===== src/rtl/time_digits_driver.sv =====
`default_nettype none
// ============================================================================
// Module      : time_digits_driver
// Description : MM:SS BCD countdown game timer plus the pixel-side decode that
//               tells the 16x32 digit bitmap which digit covers the pixel,
//               its value and the in-cell offsets (one register stage).
// Revision    : 1.0 - initial release
// ============================================================================
module time_digits_driver #(
    parameter logic [10:0] TOPLEFT_X = 11'd280,
    parameter logic [10:0] TOPLEFT_Y = 11'd8,
    parameter int          DIGIT_W   = 16,
    parameter int          DIGIT_H   = 32,
    parameter int          GAP       = 4,
    parameter logic [7:0]  INIT_MIN  = 8'h02,
    parameter logic [7:0]  INIT_SEC  = 8'h00
) (
    input  logic        clk,
    input  logic        resetN,
    input  logic        startOfFrame,
    input  logic        oneSecPulse,
    input  logic        startGame,
    input  logic        pauseToggle,
    input  logic        loadTime,
    input  logic [10:0] pixelX,
    input  logic [10:0] pixelY,
    output logic [10:0] offsetX,
    output logic [10:0] offsetY,
    output logic        InsideRectangle,
    output logic [3:0]  digit,
    output logic        timeUp,
    output logic        timerRunning
);

    localparam logic [10:0] c_PITCH  = 11'(DIGIT_W + GAP);
    localparam logic [10:0] c_PITCH2 = 11'(2 * (DIGIT_W + GAP));
    localparam logic [10:0] c_PITCH3 = 11'(3 * (DIGIT_W + GAP));
    localparam logic [10:0] c_CELL_W = 11'(DIGIT_W);
    localparam logic [10:0] c_X_END  = TOPLEFT_X + 11'(4 * (DIGIT_W + GAP) - GAP);
    localparam logic [10:0] c_Y_END  = TOPLEFT_Y + 11'(DIGIT_H);
    localparam logic [15:0] c_INIT   = {INIT_MIN, INIT_SEC};

    typedef enum logic [1:0] {
        S_IDLE    = 2'd0,
        S_RUNNING = 2'd1,
        S_PAUSED  = 2'd2,
        S_EXPIRED = 2'd3
    } state_t;

    state_t      r_state;
    state_t      w_state_nxt;
    logic [15:0] r_time;        // live time {min tens, min ones, sec tens, sec ones}
    logic [15:0] w_time_nxt;
    logic [15:0] r_snap;        // frame-stable copy used by the display
    logic        w_time_up_nxt;

    // BCD decrement with borrow chain; every field wraps to its own maximum
    logic [15:0] w_dec;
    logic        w_b0, w_b1, w_b2;
    logic        w_time_zero;
    logic        w_dec_zero;

    assign w_b0 = (r_time[3:0] == 4'd0);
    assign w_b1 = w_b0 && (r_time[7:4] == 4'd0);
    assign w_b2 = w_b1 && (r_time[11:8] == 4'd0);
    assign w_dec[3:0]   = w_b0 ? 4'd9 : r_time[3:0] - 4'd1;
    assign w_dec[7:4]   = w_b0 ? ((r_time[7:4] == 4'd0) ? 4'd5 : r_time[7:4] - 4'd1)
                               : r_time[7:4];
    assign w_dec[11:8]  = w_b1 ? ((r_time[11:8] == 4'd0) ? 4'd9 : r_time[11:8] - 4'd1)
                               : r_time[11:8];
    assign w_dec[15:12] = w_b2 ? r_time[15:12] - 4'd1 : r_time[15:12];
    assign w_time_zero  = (r_time == 16'h0000);
    assign w_dec_zero   = (w_dec == 16'h0000);

    // Next-state, next-time and timeUp decode; loadTime overrides everything
    always_comb begin
        w_state_nxt   = r_state;
        w_time_nxt    = r_time;
        w_time_up_nxt = 1'b0;
        if (loadTime) begin
            w_state_nxt = S_IDLE;
            w_time_nxt  = c_INIT;
        end else begin
            case (r_state)
                S_IDLE: begin
                    if (startGame) begin
                        if (w_time_zero) begin
                            w_state_nxt   = S_EXPIRED;
                            w_time_up_nxt = 1'b1;
                        end else begin
                            w_state_nxt = S_RUNNING;
                        end
                    end
                end
                S_RUNNING: begin
                    // A tick coinciding with pauseToggle is applied before pausing
                    if (oneSecPulse && !w_time_zero) begin
                        w_time_nxt = w_dec;
                        if (w_dec_zero) begin
                            w_state_nxt   = S_EXPIRED;
                            w_time_up_nxt = 1'b1;
                        end else if (pauseToggle) begin
                            w_state_nxt = S_PAUSED;
                        end
                    end else if (pauseToggle) begin
                        w_state_nxt = S_PAUSED;
                    end
                end
                S_PAUSED: begin
                    if (pauseToggle) begin
                        w_state_nxt = S_RUNNING;
                    end
                end
                S_EXPIRED: begin
                    w_time_nxt = 16'h0000;
                end
                default: begin
                    w_state_nxt = S_IDLE;
                end
            endcase
        end
    end

    // Timer state, live time and the registered status outputs
    always_ff @(posedge clk or negedge resetN) begin
        if (!resetN) begin
            r_state      <= S_IDLE;
            r_time       <= c_INIT;
            timeUp       <= 1'b0;
            timerRunning <= 1'b0;
        end else begin
            r_state      <= w_state_nxt;
            r_time       <= w_time_nxt;
            timeUp       <= w_time_up_nxt;
            timerRunning <= (w_state_nxt == S_RUNNING);
        end
    end

    // Display snapshot: refreshed only at frame start so digits never tear
    always_ff @(posedge clk or negedge resetN) begin
        if (!resetN) begin
            r_snap <= c_INIT;
        end else if (loadTime) begin
            r_snap <= c_INIT;
        end else if (startOfFrame) begin
            r_snap <= r_time;
        end
    end

    // Pixel decode: bounds are checked on raw coordinates before subtracting
    logic        w_in_x, w_in_y, w_inside;
    logic [10:0] w_rel_x, w_cell_x, w_base;
    logic [1:0]  w_k;
    logic [3:0]  w_cell_digit;

    assign w_in_x  = (pixelX >= TOPLEFT_X) && (pixelX < c_X_END);
    assign w_in_y  = (pixelY >= TOPLEFT_Y) && (pixelY < c_Y_END);
    assign w_rel_x = pixelX - TOPLEFT_X;

    // Cell index by comparators, then the in-cell column and digit nibble
    always_comb begin
        w_k          = 2'd0;
        w_base       = 11'd0;
        w_cell_digit = 4'd0;
        if (w_rel_x < c_PITCH) begin
            w_k    = 2'd0;
            w_base = 11'd0;
        end else if (w_rel_x < c_PITCH2) begin
            w_k    = 2'd1;
            w_base = c_PITCH;
        end else if (w_rel_x < c_PITCH3) begin
            w_k    = 2'd2;
            w_base = c_PITCH2;
        end else begin
            w_k    = 2'd3;
            w_base = c_PITCH3;
        end
        case (w_k)
            2'd0:    w_cell_digit = r_snap[15:12];
            2'd1:    w_cell_digit = r_snap[11:8];
            2'd2:    w_cell_digit = r_snap[7:4];
            default: w_cell_digit = r_snap[3:0];
        endcase
    end

    assign w_cell_x = w_rel_x - w_base;
    assign w_inside = w_in_x && w_in_y && (w_cell_x < c_CELL_W);

    // One register stage on the pixel outputs; zeros outside every cell
    always_ff @(posedge clk or negedge resetN) begin
        if (!resetN) begin
            offsetX         <= 11'd0;
            offsetY         <= 11'd0;
            InsideRectangle <= 1'b0;
            digit           <= 4'd0;
        end else if (w_inside) begin
            offsetX         <= w_cell_x;
            offsetY         <= pixelY - TOPLEFT_Y;
            InsideRectangle <= 1'b1;
            digit           <= w_cell_digit;
        end else begin
            offsetX         <= 11'd0;
            offsetY         <= 11'd0;
            InsideRectangle <= 1'b0;
            digit           <= 4'd0;
        end
    end

endmodule
`default_nettype wire


===== config.mk =====
export PLATFORM = sky130hd
export DESIGN_NAME = time_digits_driver
export DESIGN_NICKNAME = d
export VERILOG_FILES = /design/src/rtl/time_digits_driver.sv
export SDC_FILE = /design/constraint.sdc
export NUM_CORES = 1
export LEC_CHECK = 0
export BUFFER_PORTS_ARGS = -buffer_cell sky130_fd_sc_hd__clkbuf_2
export CORE_ASPECT_RATIO = 0.75
export CORE_MARGIN = 4
export CORE_UTILIZATION = 40
export DETAILED_ROUTE_END_ITERATION = 8
export PLACE_DENSITY_LB_ADDON = 0.25
export SLEW_MARGIN = 20
export SYNTH_ARGS = -nofsm -noshare
export SYNTH_HDL_FRONTEND = slang
export SYNTH_SLANG_ARGS = --single-unit

===== constraint.sdc =====
create_clock -name clk -period 2.21 [get_ports clk]
set_input_delay 0.1105 -clock clk [delete_from_list [all_inputs] [get_ports clk]]
set_output_delay 0.1105 -clock clk [all_outputs]
set_load 0.005 [all_outputs]

==> results of run 1 <==
## worst min path at each step
stage / depth (start not counted) / slack [ns] / to / startpoint
3_3_place_gp: 2 / 0.33 / offsetY[1]$_DFF_PN0_ / resetN
4_1_cts: 3 / 0.01 / offsetY[2]$_DFF_PN0_ / pixelY[2]
2_1_floorplan: 0 / -0.19 / InsideRectangle$_DFF_PN0_ / resetN
6_report: 3 / 0.03 / offsetY[2]$_DFF_PN0_ / pixelY[2]
5_1_grt: 3 / 0.03 / offsetY[2]$_DFF_PN0_ / pixelY[2]
3_5_place_dp: 2 / 0.33 / offsetY[1]$_DFF_PN0_ / resetN
## timing repair
action                                  4_1_cts  5_1_grt
hold buffers                                  6        0
endpoints found under the setup margin       20       31
gates cloned                                  1        1
gates resized for setup                      13       32
endpoints found under the hold margin        66        0
setup buffers                                 4       12
pin swaps                                     9       20
## Yosys cell counts (3+ instances only)
master and number:
sky130_fd_sc_hd__o21ai_0 12, sky130_fd_sc_hd__a31oi_1 9, sky130_fd_sc_hd__clkbuf_1 15, sky130_fd_sc_hd__dfrtp_1 61, sky130_fd_sc_hd__nor4_1 13, sky130_fd_sc_hd__inv_1 21, sky130_fd_sc_hd__nand3_1 4, sky130_fd_sc_hd__xor2_1 6
sky130_fd_sc_hd__ha_1 14, sky130_fd_sc_hd__a211oi_1 5, sky130_fd_sc_hd__nor2_1 36, sky130_fd_sc_hd__mux2i_1 20, sky130_fd_sc_hd__or3_1 4, sky130_fd_sc_hd__nor2b_1 8, sky130_fd_sc_hd__a21oi_1 13, sky130_fd_sc_hd__nor3_1 25
sky130_fd_sc_hd__nand2b_1 4, sky130_fd_sc_hd__o2bb2ai_1 4, sky130_fd_sc_hd__a21boi_0 3, sky130_fd_sc_hd__nand4_1 3, sky130_fd_sc_hd__nand2_1 19
## flip-flops by register name, indices dropped and copies added, names as in the netlist
register	flops
r_snap	16
digit	4
r_time	16
InsideRectangle	1
r_state	2
offsetY	11
timeUp	1
timerRunning	1
offsetX	11
## power groups by stage
stage	clock network, mW	logic, mW	registers (mW)
floorplan	0	0.404	1.28
global placement	0	0.755	1.28
detailed placement	0	0.769	1.28
CTS	1.11	0.797	1.26
global route	1.18	0.983	1.28
finish	1.10	0.905	1.27
## layout by cell type (no fill, tap or decap), types with 2 or more instances in the layout
cell	Yosys	layout
sky130_fd_sc_hd__buf_4	0	77
sky130_fd_sc_hd__dfrtp_1	61	60
sky130_fd_sc_hd__clkbuf_2	0	55
sky130_fd_sc_hd__nor2_1	36	34
sky130_fd_sc_hd__inv_1	21	20
sky130_fd_sc_hd__mux2i_1	20	19
sky130_fd_sc_hd__nand2_1	19	19
sky130_fd_sc_hd__a21oi_1	13	13
sky130_fd_sc_hd__ha_1	14	12
sky130_fd_sc_hd__clkbuf_8	0	11
sky130_fd_sc_hd__o21ai_0	12	10
sky130_fd_sc_hd__nor3_1	25	10
sky130_fd_sc_hd__nor3_2	0	10
sky130_fd_sc_hd__a31oi_1	9	9
sky130_fd_sc_hd__nor4_1	13	8
sky130_fd_sc_hd__conb_1	1	7
sky130_fd_sc_hd__nor2b_1	8	6
sky130_fd_sc_hd__dlygate4sd3_1	0	6
sky130_fd_sc_hd__xor2_1	6	5
sky130_fd_sc_hd__nor3_4	0	5
sky130_fd_sc_hd__a211oi_1	5	5
sky130_fd_sc_hd__nor4_2	2	5
sky130_fd_sc_hd__nand2b_1	4	4
sky130_fd_sc_hd__o2bb2ai_1	4	4
sky130_fd_sc_hd__nand3_1	4	4
sky130_fd_sc_hd__a21boi_0	3	3
sky130_fd_sc_hd__nor4_4	1	3
sky130_fd_sc_hd__or3_1	4	3
sky130_fd_sc_hd__nand4_1	3	3
sky130_fd_sc_hd__buf_12	0	3
sky130_fd_sc_hd__o22ai_1	2	2
sky130_fd_sc_hd__o21ai_1	0	2
sky130_fd_sc_hd__xnor2_1	2	2
sky130_fd_sc_hd__o211ai_1	2	2
sky130_fd_sc_hd__or4_4	1	2
sky130_fd_sc_hd__ha_4	0	2
sky130_fd_sc_hd__bufinv_16	0	2
sky130_fd_sc_hd__clkinv_2	0	2
sky130_fd_sc_hd__dfstp_2	2	2
## layer usage
| layer | routed length (µm) | part of all wire [%] | vias up | global-route usage [%] |
|---|---|---|---|---|
| met3 | 607 | 6.7 | 13 | 4.72 |
| met1 | 4360 | 48 | 1466 | 28.6 |
| met2 | 4040 | 44 | 84 | 27.2 |
| met4 | 116 | 1.3 | 0 | 5.57 |
| met5 | 0 | 0 | - | 0 |
| li1 | - | - | 1499 | - |
## worst register-to-register path: stages (launching register included)
cell and delay [ns]:
sky130_fd_sc_hd__dfrtp_1 0.42, sky130_fd_sc_hd__or4_4 0.59, sky130_fd_sc_hd__nor3_1 0.27, sky130_fd_sc_hd__mux2i_1 0.28, sky130_fd_sc_hd__nand4_1 0.24, sky130_fd_sc_hd__and3b_1 0.25
## cell type report
cell class                      count  area share [%]
Clock buffer                       11            2.89
Inverter                           21            1.61
Tap cell                          105            2.69
Sequential cell                    63            32.3
Multi-Input combinational cell    243            37.8
Timing Repair Buffer              145            21.2
Clock inverter                      4            1.43
## metrics by stage
stage / cell area, µm² / utilization [%]
after detailed placement: 4250 / 53.1
after global routing: 4890 / 61.2
after CTS: 4620 / 57.8
after floorplan: 3420 / -
after global placement: 4240 / 53.0
final: 4890 / 61.2
## kinds of logic (layout without fill, tap and decap cells)
| kind of cell | count (synthesis) | in the layout | synth area share, % |
|---|---|---|---|
| simple gates | 130 | 130 | 20.7 |
| mux | 20 | 20 | 6.03 |
| flops | 63 | 63 | 47.5 |
| buf+inv | 39 | 181 | 4.90 |
| compound gates | 63 | 63 | 12.7 |
| fa+ha+maj | 15 | 15 | 5.88 |
| xor+xnor | 8 | 8 | 2.11 |
| other cells | 1 | 7 | 0.113 |
==> key figures, run 1 <==
Outcome
  – Outcome: finished with violations
  – Failing checks: negative setup slack

STA
  – Final sum of negative setup slack: -10.58 ns
  – Worst Skew: 0.00762 ns
  – Final min period: 2.80 ns
  – Slew headroom: 47.8%
  – Setup slack after layout: -0.587 ns
  – Total count of max-transition violations in the final report: 0
  – Number of setup violations in the final report: 20
  – Setup repair after global routing missed its margin: true
  – Actual transition at the worst max-transition pin: 0.783 ns
  – Minimum hold slack: 0.0340 ns
  – Max Clk Rate: 0.358 GHz
  – Final critical-path share of the clock period: 127%
  – Final hold violation count: 0

Global route
  – Combined global-route utilization of all metal layers: 19.1%
  – Vias in the first global route: 2904
  – GR Overflow Total: 0
  – Pin count of the biggest net entering global routing: 64
  – Initial antenna violation count: 0
  – Wire length of the first global-routing pass: 14800 µm

Floorplanning
  – Num rows: 28
  – Vertical die dimension: 86.9 µm
  – Initial core utilization: 41.6%
  – Die boundary width: 113 µm
  – Area of the die: 9840 µm²
  – Placeable core region: 7990 µm²
  – Top Ports: 58

Worst setup path
  – R2r endpoint: timerRunning$_DFF_PN0_
  – Slowest library cell on the worst path: sky130_fd_sc_hd__a2111o_1
  – Cell breakdown of the critical path: buf_8 -> a2111o_1 -> mux2i_2 -> or3_4 -> nor2_4 -> inv_2 -> ha_4 -> fa_2 -> nor2b_2 -> o21ai_1 -> nor4_1 -> o211ai_1 -> buf_4 -> buf_12 -> nor3_2
  – Required time reported for the critical path endpoint: 2.47 ns
  – Sort of element at the start of the critical path: input pin
  – R2R cell count: 5
  – Endpoint of the worst setup timing path: offsetY[9]$_DFF_PN0_
  – Critical Path End Type: flip-flop
  – Levels on crit path: 15
  – Worst flop-to-flop path startpoint: r_time[3]$_DFFE_PN0P_
  – Setup crit start: pixelX[3]
  – Gate family responsible for the most delay along the worst path: simple AND/OR/NAND/NOR gates
  – Crit path largest cell delay: 0.45 ns
  – Count of buffer and inverter cells on the critical path: 4
  – Register-to-register setup slack: 0.04 ns
  – Critical setup path kind: input pin to flip-flop
  – Maximum fanout encountered on the critical timing path: 8
  – WP data arrival: 3.06 ns

Routing
  – Antenna-violating nets left: 0
  – Vias post-DR: 3062
  – Number of optimization iterations in the first detailed-route pass: 4
  – Vias per cell: 5.17
  – Post-detailed-routing wire length: 9120 µm
  – Detail-routed net length per standard cell: 15.4 µm
  – Drc violations: 0
  – 1st-iter DRT viols: 194

Logic synthesis
  – Dominant cell type by area after synthesis: sky130_fd_sc_hd__dfrtp_1
  – Flip-flop cell with the highest count after synthesis: sky130_fd_sc_hd__dfrtp_1
  – Warnings, synthesis: 0
  – Mean post-synth cell area: 9.80 µm²
  – Total of flip-flops plus latches after synthesis: 63
  – Fraction of synthesis flops using an asynchronous set or reset pin: 100%
  – Sequential-to-total area share from yosys stat: 47.5%
  – Number of standard cells after synthesis: 339
  – Number of enable flip-flop cells after synthesis: 0
  – Top cells by area, synth: sky130_fd_sc_hd__dfrtp_1 (46%), sky130_fd_sc_hd__mux2i_1 (6.0%), sky130_fd_sc_hd__ha_1 (5.3%), sky130_fd_sc_hd__nor2_1 (4.1%), sky130_fd_sc_hd__nor3_1 (3.8%)
  – Netlist cell types: 52
  – Top-area cell type share of the netlist area: 46.0%
  – Total standard cell area after synthesis: 3320 µm²

Placed design
  – Cell count after placement: 553
  – I/O Buffers: 57
  – Post-detailed-placement half-perimeter wirelength: 6420 µm
  – Final weighted congestion of routability-driven global placement: 0.894
  – Worst setup slack before clock tree synthesis: -0.986 ns

Pwr
  – Clk network pwr share: 33.6%
  – Internal power: 2.31 mW
  – Switching part of the total: 29.4%
  – Static Leak: 2.34 nW
  – Maximum ir drop on the vdd rail: 0.395 mV
  – Net switching power figure: 963 µW
  – Total power density per cell area: 670 nW/µm²
  – Fraction of power consumed by sequential logic: 38.8%
  – Total design power: 3.28 mW
  – Proportion of power drawn by combinational gates: 27.6%

Layout
  – Synth-to-layout area growth: 47.1%
  – FF+latch area: 1580 µm²
  – Final antenna diode count: 0
  – Fraction of final layout cells sized beyond drive strength 1: 40.9%
  – Layout filler cell count: 662
  – Post-route non-filler standard cell count: 592
  – Final #Nets: 527
  – Area of combinational cells with multiple inputs: 1850 µm²

Clocking
  – Inserted Clock Buffers: 9
  – Clock tree from TritonCTS: built
  – Worst-skew pair later-pin latency: 0.34 ns
  – Clock H-tree levels: 3
  – Number of sinks handled by clock tree synthesis: 63
  – Reg clk slew, reported paths: 0.07 ns
  – Clk root buf: sky130_fd_sc_hd__clkbuf_8
  – CTS Buffer Depth: 2

Job
  – Maximum Capacitance Violations: 0

Min path
  – Worst min-delay path class: input pin to flip-flop
Note: power is estimated with default switching activity, not from simulation.
==> inputs of run 2 (changes only) <==
ABC_CLOCK_PERIOD_IN_PS = 2210   (was default)
PLACE_DENSITY_LB_ADDON = default   (was 0.25)
RECOVER_POWER = 25   (was default)
==> run 2 against run 1 <==
  * The flow still finishes with violations (negative setup slack)
  * Clock-buffer cell count grew 3
  * Critical path depth shrank 1
  * Largest cell class unchanged
  * First-iteration DRC count grew 46%
  * Setup slack gained 0.066 ns
  * Combinational power shrank 3.6%
  * Final area shrank 2.5%
==> key figures, run 2 (synthesis gave the netlist of run 1 again) <==
Worst setup path
  – Critical setup path kind: input pin to flip-flop
  – Maximum fanout encountered on the critical timing path: 20
  – R2R cell count: 6
  – Crit path largest cell delay: 0.45 ns
  – Worst flop-to-flop path startpoint: r_time[1]$_DFFE_PN0P_
  – Register-to-register setup slack: 0.03 ns
  – R2r endpoint: timerRunning$_DFF_PN0_
  – Cell breakdown of the critical path: buf_8 -> a2111o_1 -> mux2i_2 -> or3_4 -> nor2_4 -> inv_2 -> ha_4 -> fa_2 -> nor2b_4 -> o21ai_1 -> nor4_1 -> o211ai_1 -> buf_6 -> nor4_2
  – Required time reported for the critical path endpoint: 2.46 ns
  – WP data arrival: 2.98 ns
  – Sort of element at the start of the critical path: input pin
  – Slowest library cell on the worst path: sky130_fd_sc_hd__a2111o_1
  – Critical Path End Type: flip-flop
  – Count of buffer and inverter cells on the critical path: 3
  – Gate family responsible for the most delay along the worst path: simple AND/OR/NAND/NOR gates

Routing
  – Length of routed met3 wiring: 641 µm
  – Met1 wire length: 4410 µm
  – 1st-iter DRT viols: 283
  – Drc violations: 0
  – Top layer used by detailed routing: met4
  – Vias post-DR: 3059
  – Detail-routed net length per standard cell: 15.2 µm
  – Antenna-violating nets left: 0
  – Met2 routed WL: 3760 µm
  – Vias per cell: 5.19
  – Post-detailed-routing wire length: 8930 µm
  – Number of optimization iterations in the first detailed-route pass: 4

Pwr
  – Proportion of power drawn by combinational gates: 26.7%
  – Total power density per cell area: 685 nW/µm²
  – Internal power: 2.30 mW
  – Static Leak: 2.23 nW
  – Maximum ir drop on the vdd rail: 0.316 mV
  – Clk network pwr share: 34.5%
  – Fraction of power consumed by sequential logic: 38.8%
  – Net switching power figure: 966 µW
  – Switching part of the total: 29.6%

Layout
  – Final #Nets: 523
  – Leading cell type in the layout, fill and taps excluded: sky130_fd_sc_hd__dfrtp_1
  – Post-route cell area: 4770 µm²
  – Synth-to-layout area growth: 43.5%
  – Fraction of final layout cells sized beyond drive strength 1: 35.3%
  – FF+latch area: 1580 µm²
  – Area of combinational cells with multiple inputs: 1800 µm²
  – Layout filler cell count: 714
  – Largest registers: r_snap (16), r_time (16)
  – Final antenna diode count: 0
  – Commonest cells after routing, fill and taps aside: sky130_fd_sc_hd__dfrtp_1 (61), sky130_fd_sc_hd__buf_4 (56), sky130_fd_sc_hd__clkbuf_2 (50)

Global route
  – Combined global-route utilization of all metal layers: 18.9%
  – Vias in the first global route: 2819
  – Initial antenna violation count: 0
  – GR Overflow Total: 0
  – Wire length of the first global-routing pass: 14300 µm
  – Pin count of the biggest net entering global routing: 64

Min path
  – Cell depth of the worst min-delay path: 3
  – Worst min-delay path class: input pin to flip-flop
  – Hold Path Sink: r_state[0]$_DFF_PN0_
  – Hold Path Origin: startGame

Clocking
  – Number of sinks handled by clock tree synthesis: 63
  – Reg clk slew, reported paths: 0.07 ns
  – CTS Buffer Depth: 2
  – Clock tree from TritonCTS: built
  – Clock H-tree levels: 3
  – Inserted Clock Buffers: 9
  – Clk root buf: sky130_fd_sc_hd__clkbuf_8
  – Worst-skew pair later-pin latency: 0.36 ns

Floorplanning
  – Num rows: 28
  – Initial core utilization: 41.6%
  – Top Ports: 58
  – Area of the die: 9840 µm²
  – Die boundary width: 113 µm
  – Placeable core region: 7990 µm²
  – Vertical die dimension: 86.9 µm

STA
  – Final hold violation count: 0
  – Slew headroom: 47.9%
  – Final critical-path share of the clock period: 124%
  – Actual transition at the worst max-transition pin: 0.782 ns
  – Number of setup violations in the final report: 20
  – Max Clk Rate: 0.366 GHz
  – Total count of max-transition violations in the final report: 0
  – Worst Skew: 0.00850 ns
  – Minimum hold slack: 0.114 ns
  – Setup slack after layout: -0.521 ns
  – Final min period: 2.73 ns
  – Setup repair after global routing missed its margin: true

Outcome
  – Failing checks: negative setup slack
  – Outcome: finished with violations

Job
  – Maximum Capacitance Violations: 0

Placed design
  – Worst setup slack before clock tree synthesis: -0.964 ns
  – Final weighted congestion of routability-driven global placement: 0.821
  – I/O Buffers: 57
  – Post-place instance area: 4270 µm²
  – Post-detailed-placement half-perimeter wirelength: 6400 µm
[run 2: cell count changes in the layout (fill, tap and decap cells not counted), sizes merged]
cell and change:
buf -19, clkbuf +17, bufinv -1, clkinv -1, dlygate4sd3 +1
[run 2: worst max-delay path by stage]
| stage | endpoint | depth (start not counted) | start | slack, ns |
|---|---|---|---|---|
| 2_1_floorplan | digit[0]$_DFF_PN0_ | 14 | pixelX[3] | -0.61 |
| 3_3_place_gp | digit[0]$_DFF_PN0_ | 14 | pixelX[3] | -0.83 |
| 3_5_place_dp | digit[2]$_DFF_PN0_ | 14 | pixelX[3] | -0.96 |
| 4_1_cts | digit[0]$_DFF_PN0_ | 14 | pixelX[3] | -0.44 |
| 5_1_grt | digit[0]$_DFF_PN0_ | 14 | pixelX[3] | -0.64 |
| 6_report | digit[0]$_DFF_PN0_ | 14 | pixelX[3] | -0.52 |
[run 2: routing by layer]
layer / vias to the layer above / track usage (%)
met5: - / 0
li1: 1484 / -
met2: 92 / 26.4
met4: 0 / 6.33
met1: 1471 / 28.1
met3: 12 / 5.35
[run 2: final cells by class]
class / count / area share [%]
multi-input cells: 243 / 37.8
inverters: 21 / 1.65
flip-flops and latches: 63 / 33.1
clock inverters: 2 / 0.735
repair buffers: 141 / 19.9
clock buffers: 14 / 4.04
well taps: 105 / 2.76
[run 2: power by group through the flow]
stage	logic [mW]	registers (mW)	clock network [mW]
global route	0.946	1.27	1.21
finish	0.872	1.27	1.13
detailed placement	0.778	1.28	0
floorplan	0.404	1.28	0
global placement	0.771	1.28	0
CTS	0.809	1.26	1.15
[run 2: per-stage QoR]
| step | util, % | power [mW] | instances | setup TNS, ns |
|---|---|---|---|---|
| 2_1_floorplan | - | 1.68 | 345 | -10.88 |
| 3_3_place_gp | 53.4 | 2.05 | 557 | -16.12 |
| 5_1_grt | 59.7 | 3.43 | 589 | -10.43 |
| 4_1_cts | 58.1 | 3.22 | 580 | -7.22 |
| 6_report | 59.7 | 3.26 | 589 | -8.18 |
| 3_5_place_dp | 53.4 | 2.06 | 557 | -18.18 |
[run 2: worst reg2reg max path, cell delays in order, from the launching register on]
cell and delay [ns]:
sky130_fd_sc_hd__dfrtp_1 0.40, sky130_fd_sc_hd__clkbuf_1 0.18, sky130_fd_sc_hd__or3_1 0.43, sky130_fd_sc_hd__o31a_2 0.32, sky130_fd_sc_hd__nor3_1 0.25, sky130_fd_sc_hd__nand4_1 0.26
sky130_fd_sc_hd__and3b_1 0.25
[run 2: what timing repair did]
| item | CTS | global route |
|---|---|---|
| pin swaps | 0 | 12 |
| endpoints found under the hold margin | 67 | 0 |
| setup endpoints to repair | 31 | 35 |
| resized for setup | 14 | 20 |
| setup buffers | 0 | 9 |
| hold buffers | 7 | 0 |
| gates cloned | 0 | 1 |
==> inputs of run 3 (changes only) <==
RECOVER_POWER = 50   (was 25)
==> run 3 against run 2 <==
  * The run ends with max-capacitance violations, max-slew violations, negative setup slack left
  * Global-route usage unchanged
  * Utilization shrank 0.16 points
  * Die area stayed put
  * Critical path depth stayed put
  * Clock power is essentially flat
  * First-iteration DRC count grew 0.35%
  * Register-to-register slack about the same
  * Routed wire length increased by 0.26%
==> key figures, run 3 (synthesis gave the netlist of run 1 again) <==
Outcome
  – Outcome: finished with violations
  – Failing checks: max-capacitance violations, max-slew violations, negative setup slack

STA
  – Final sum of negative setup slack: -8.16 ns
  – Setup slack after layout: -0.520 ns
  – Minimum hold slack: 0.118 ns
  – Worst Skew: 0.00901 ns
  – Final min period: 2.73 ns
  – Actual transition at the worst max-transition pin: 1.53 ns
  – Setup repair after global routing missed its margin: true
  – Number of setup violations in the final report: 20
  – Max Clk Rate: 0.366 GHz
  – Total count of max-transition violations in the final report: 64
  – Final critical-path share of the clock period: 124%
  – Slew headroom: -1.96%
  – Final hold violation count: 0

Routing
  – Length of routed met3 wiring: 655 µm
  – Detail-routed net length per standard cell: 15.2 µm
  – Number of optimization iterations in the first detailed-route pass: 4
  – 1st-iter DRT viols: 284
  – Vias post-DR: 3058
  – Met2 routed WL: 3770 µm
  – Met1 wire length: 4410 µm
  – Drc violations: 0
  – Vias per cell: 5.19
  – Top layer used by detailed routing: met4
  – Antenna-violating nets left: 0
  – Post-detailed-routing wire length: 8950 µm

Floorplanning
  – Placeable core region: 7990 µm²
  – Vertical die dimension: 86.9 µm
  – Top Ports: 58
  – Die boundary width: 113 µm
  – Initial core utilization: 41.6%
  – Area of the die: 9840 µm²
  – Num rows: 28

Global route
  – Initial antenna violation count: 0
  – GR Overflow Total: 0
  – Pin count of the biggest net entering global routing: 64
  – Wire length of the first global-routing pass: 14300 µm
  – Vias in the first global route: 2819
  – Combined global-route utilization of all metal layers: 18.9%

Placed design
  – Post-place instance area: 4270 µm²
  – Worst setup slack before clock tree synthesis: -0.964 ns
  – Final weighted congestion of routability-driven global placement: 0.821
  – I/O Buffers: 57
  – Post-detailed-placement half-perimeter wirelength: 6400 µm

Layout
  – Largest registers: r_snap (16), r_time (16)
  – Post-route cell area: 4750 µm²
  – Final antenna diode count: 0
  – Fraction of final layout cells sized beyond drive strength 1: 33.7%
  – Leading cell type in the layout, fill and taps excluded: sky130_fd_sc_hd__dfrtp_1
  – Final #Nets: 523
  – Commonest cells after routing, fill and taps aside: sky130_fd_sc_hd__dfrtp_1 (61), sky130_fd_sc_hd__buf_4 (55), sky130_fd_sc_hd__clkbuf_2 (43)
  – Post-Route Utilization: 59.5%
  – Synth-to-layout area growth: 43.1%

Clocking
  – Clock H-tree levels: 3
  – Worst-skew pair later-pin latency: 0.36 ns
  – Reg clk slew, reported paths: 0.07 ns
  – CTS Buffer Depth: 2
  – Number of sinks handled by clock tree synthesis: 63
  – Inserted Clock Buffers: 9
  – Clock tree from TritonCTS: built
  – Clk root buf: sky130_fd_sc_hd__clkbuf_8

Worst setup path
  – Slowest library cell on the worst path: sky130_fd_sc_hd__a2111o_1
  – WP data arrival: 2.98 ns
  – Count of buffer and inverter cells on the critical path: 3
  – Crit path largest cell delay: 0.45 ns
  – Maximum fanout encountered on the critical timing path: 20
  – Required time reported for the critical path endpoint: 2.46 ns
  – Setup crit start: pixelX[3]
  – Sort of element at the start of the critical path: input pin
  – Critical Path End Type: flip-flop
  – Critical setup path kind: input pin to flip-flop
  – Gate family responsible for the most delay along the worst path: simple AND/OR/NAND/NOR gates
  – Cell breakdown of the critical path: buf_8 -> a2111o_1 -> mux2i_2 -> or3_4 -> nor2_4 -> inv_2 -> ha_4 -> fa_2 -> nor2b_4 -> o21ai_1 -> nor4_1 -> o211ai_1 -> buf_6 -> nor4_2
  – Worst flop-to-flop path startpoint: r_time[2]$_DFFE_PN0P_

Pwr
  – Total power density per cell area: 686 nW/µm²
  – Static Leak: 2.20 nW
  – Maximum ir drop on the vdd rail: 0.316 mV

Job
  – Maximum Capacitance Violations: 1

Min path
  – Hold Path Origin: startGame
  – Worst min-delay path class: input pin to flip-flop
[run 3: cell types whose count changed in the layout (fill, tap and decap cells not counted)]
cell and change:
sky130_fd_sc_hd__buf_4 -1, sky130_fd_sc_hd__clkbuf_1 +8, sky130_fd_sc_hd__clkbuf_2 -7
[run 3: through the flow]
stage,std cells,power (mW)
6_report,589,3.26
4_1_cts,580,3.22
5_1_grt,589,3.43
2_1_floorplan,345,1.68
3_5_place_dp,557,2.06
3_3_place_gp,557,2.05
[run 3: timing repair]
| action | in CTS | in global routing |
|---|---|---|
| gates cloned | 0 | 1 |
| endpoints found under the hold margin | 67 | 0 |
| pin swaps | 0 | 12 |
| setup endpoints to repair | 31 | 35 |
| resized for setup | 14 | 20 |
| setup buffers | 0 | 9 |
| hold buffers | 7 | 0 |
[run 3: final timing paths]
| check | slack (ns) | end | depth (start not counted) |
|---|---|---|---|
| max | -0.52 | digit[0]$_DFF_PN0_ | 14 |
| min | 0.12 | r_state[0]$_DFF_PN0_ | 3 |
| max reg2reg | 0.04 | timerRunning$_DFF_PN0_ | 7 |
| min reg2reg | 0.53 | r_snap[6]$_DFFE_PN0P_ | 2 |
| max in group asynchronous | 0.54 | r_time[0]$_DFFE_PN0P_ | 3 |
| min in group asynchronous | 0.73 | offsetY[0]$_DFF_PN0_ | 3 |
[run 3: worst register-to-register path: cells and delay by family (launching register included)]
kind            cells  cell delay, ns
flops               1            0.42
simple gates        3            0.85
compound gates      2            0.48
buf+inv             2            0.31
[run 3: report_power, final]
| part | total (mW) | switching [mW] | internal (mW) |
|---|---|---|---|
| logic | 0.872 | 0.466 | 0.406 |
| registers | 1.27 | 0.0472 | 1.22 |
| clock network | 1.13 | 0.453 | 0.673 |
| total | 3.26 | 0.967 | 2.30 |
[run 3: layout make-up]
class / count / area [µm²]
fill: 716 / 3230
inverter: 21 / 78.8
sequential: 63 / 1580
timing repair buffer: 141 / 936
clock inverter: 2 / 35.0
clock buffer: 14 / 193
tap: 105 / 131
multi-input combinational: 243 / 1800
[run 3: layer usage]
layer | vias up | GRT usage, %
met2 | 91 | 26.4
li1 | 1484 | -
met5 | - | 0
met3 | 12 | 5.35
met4 | 0 | 6.33
met1 | 1471 | 28.1
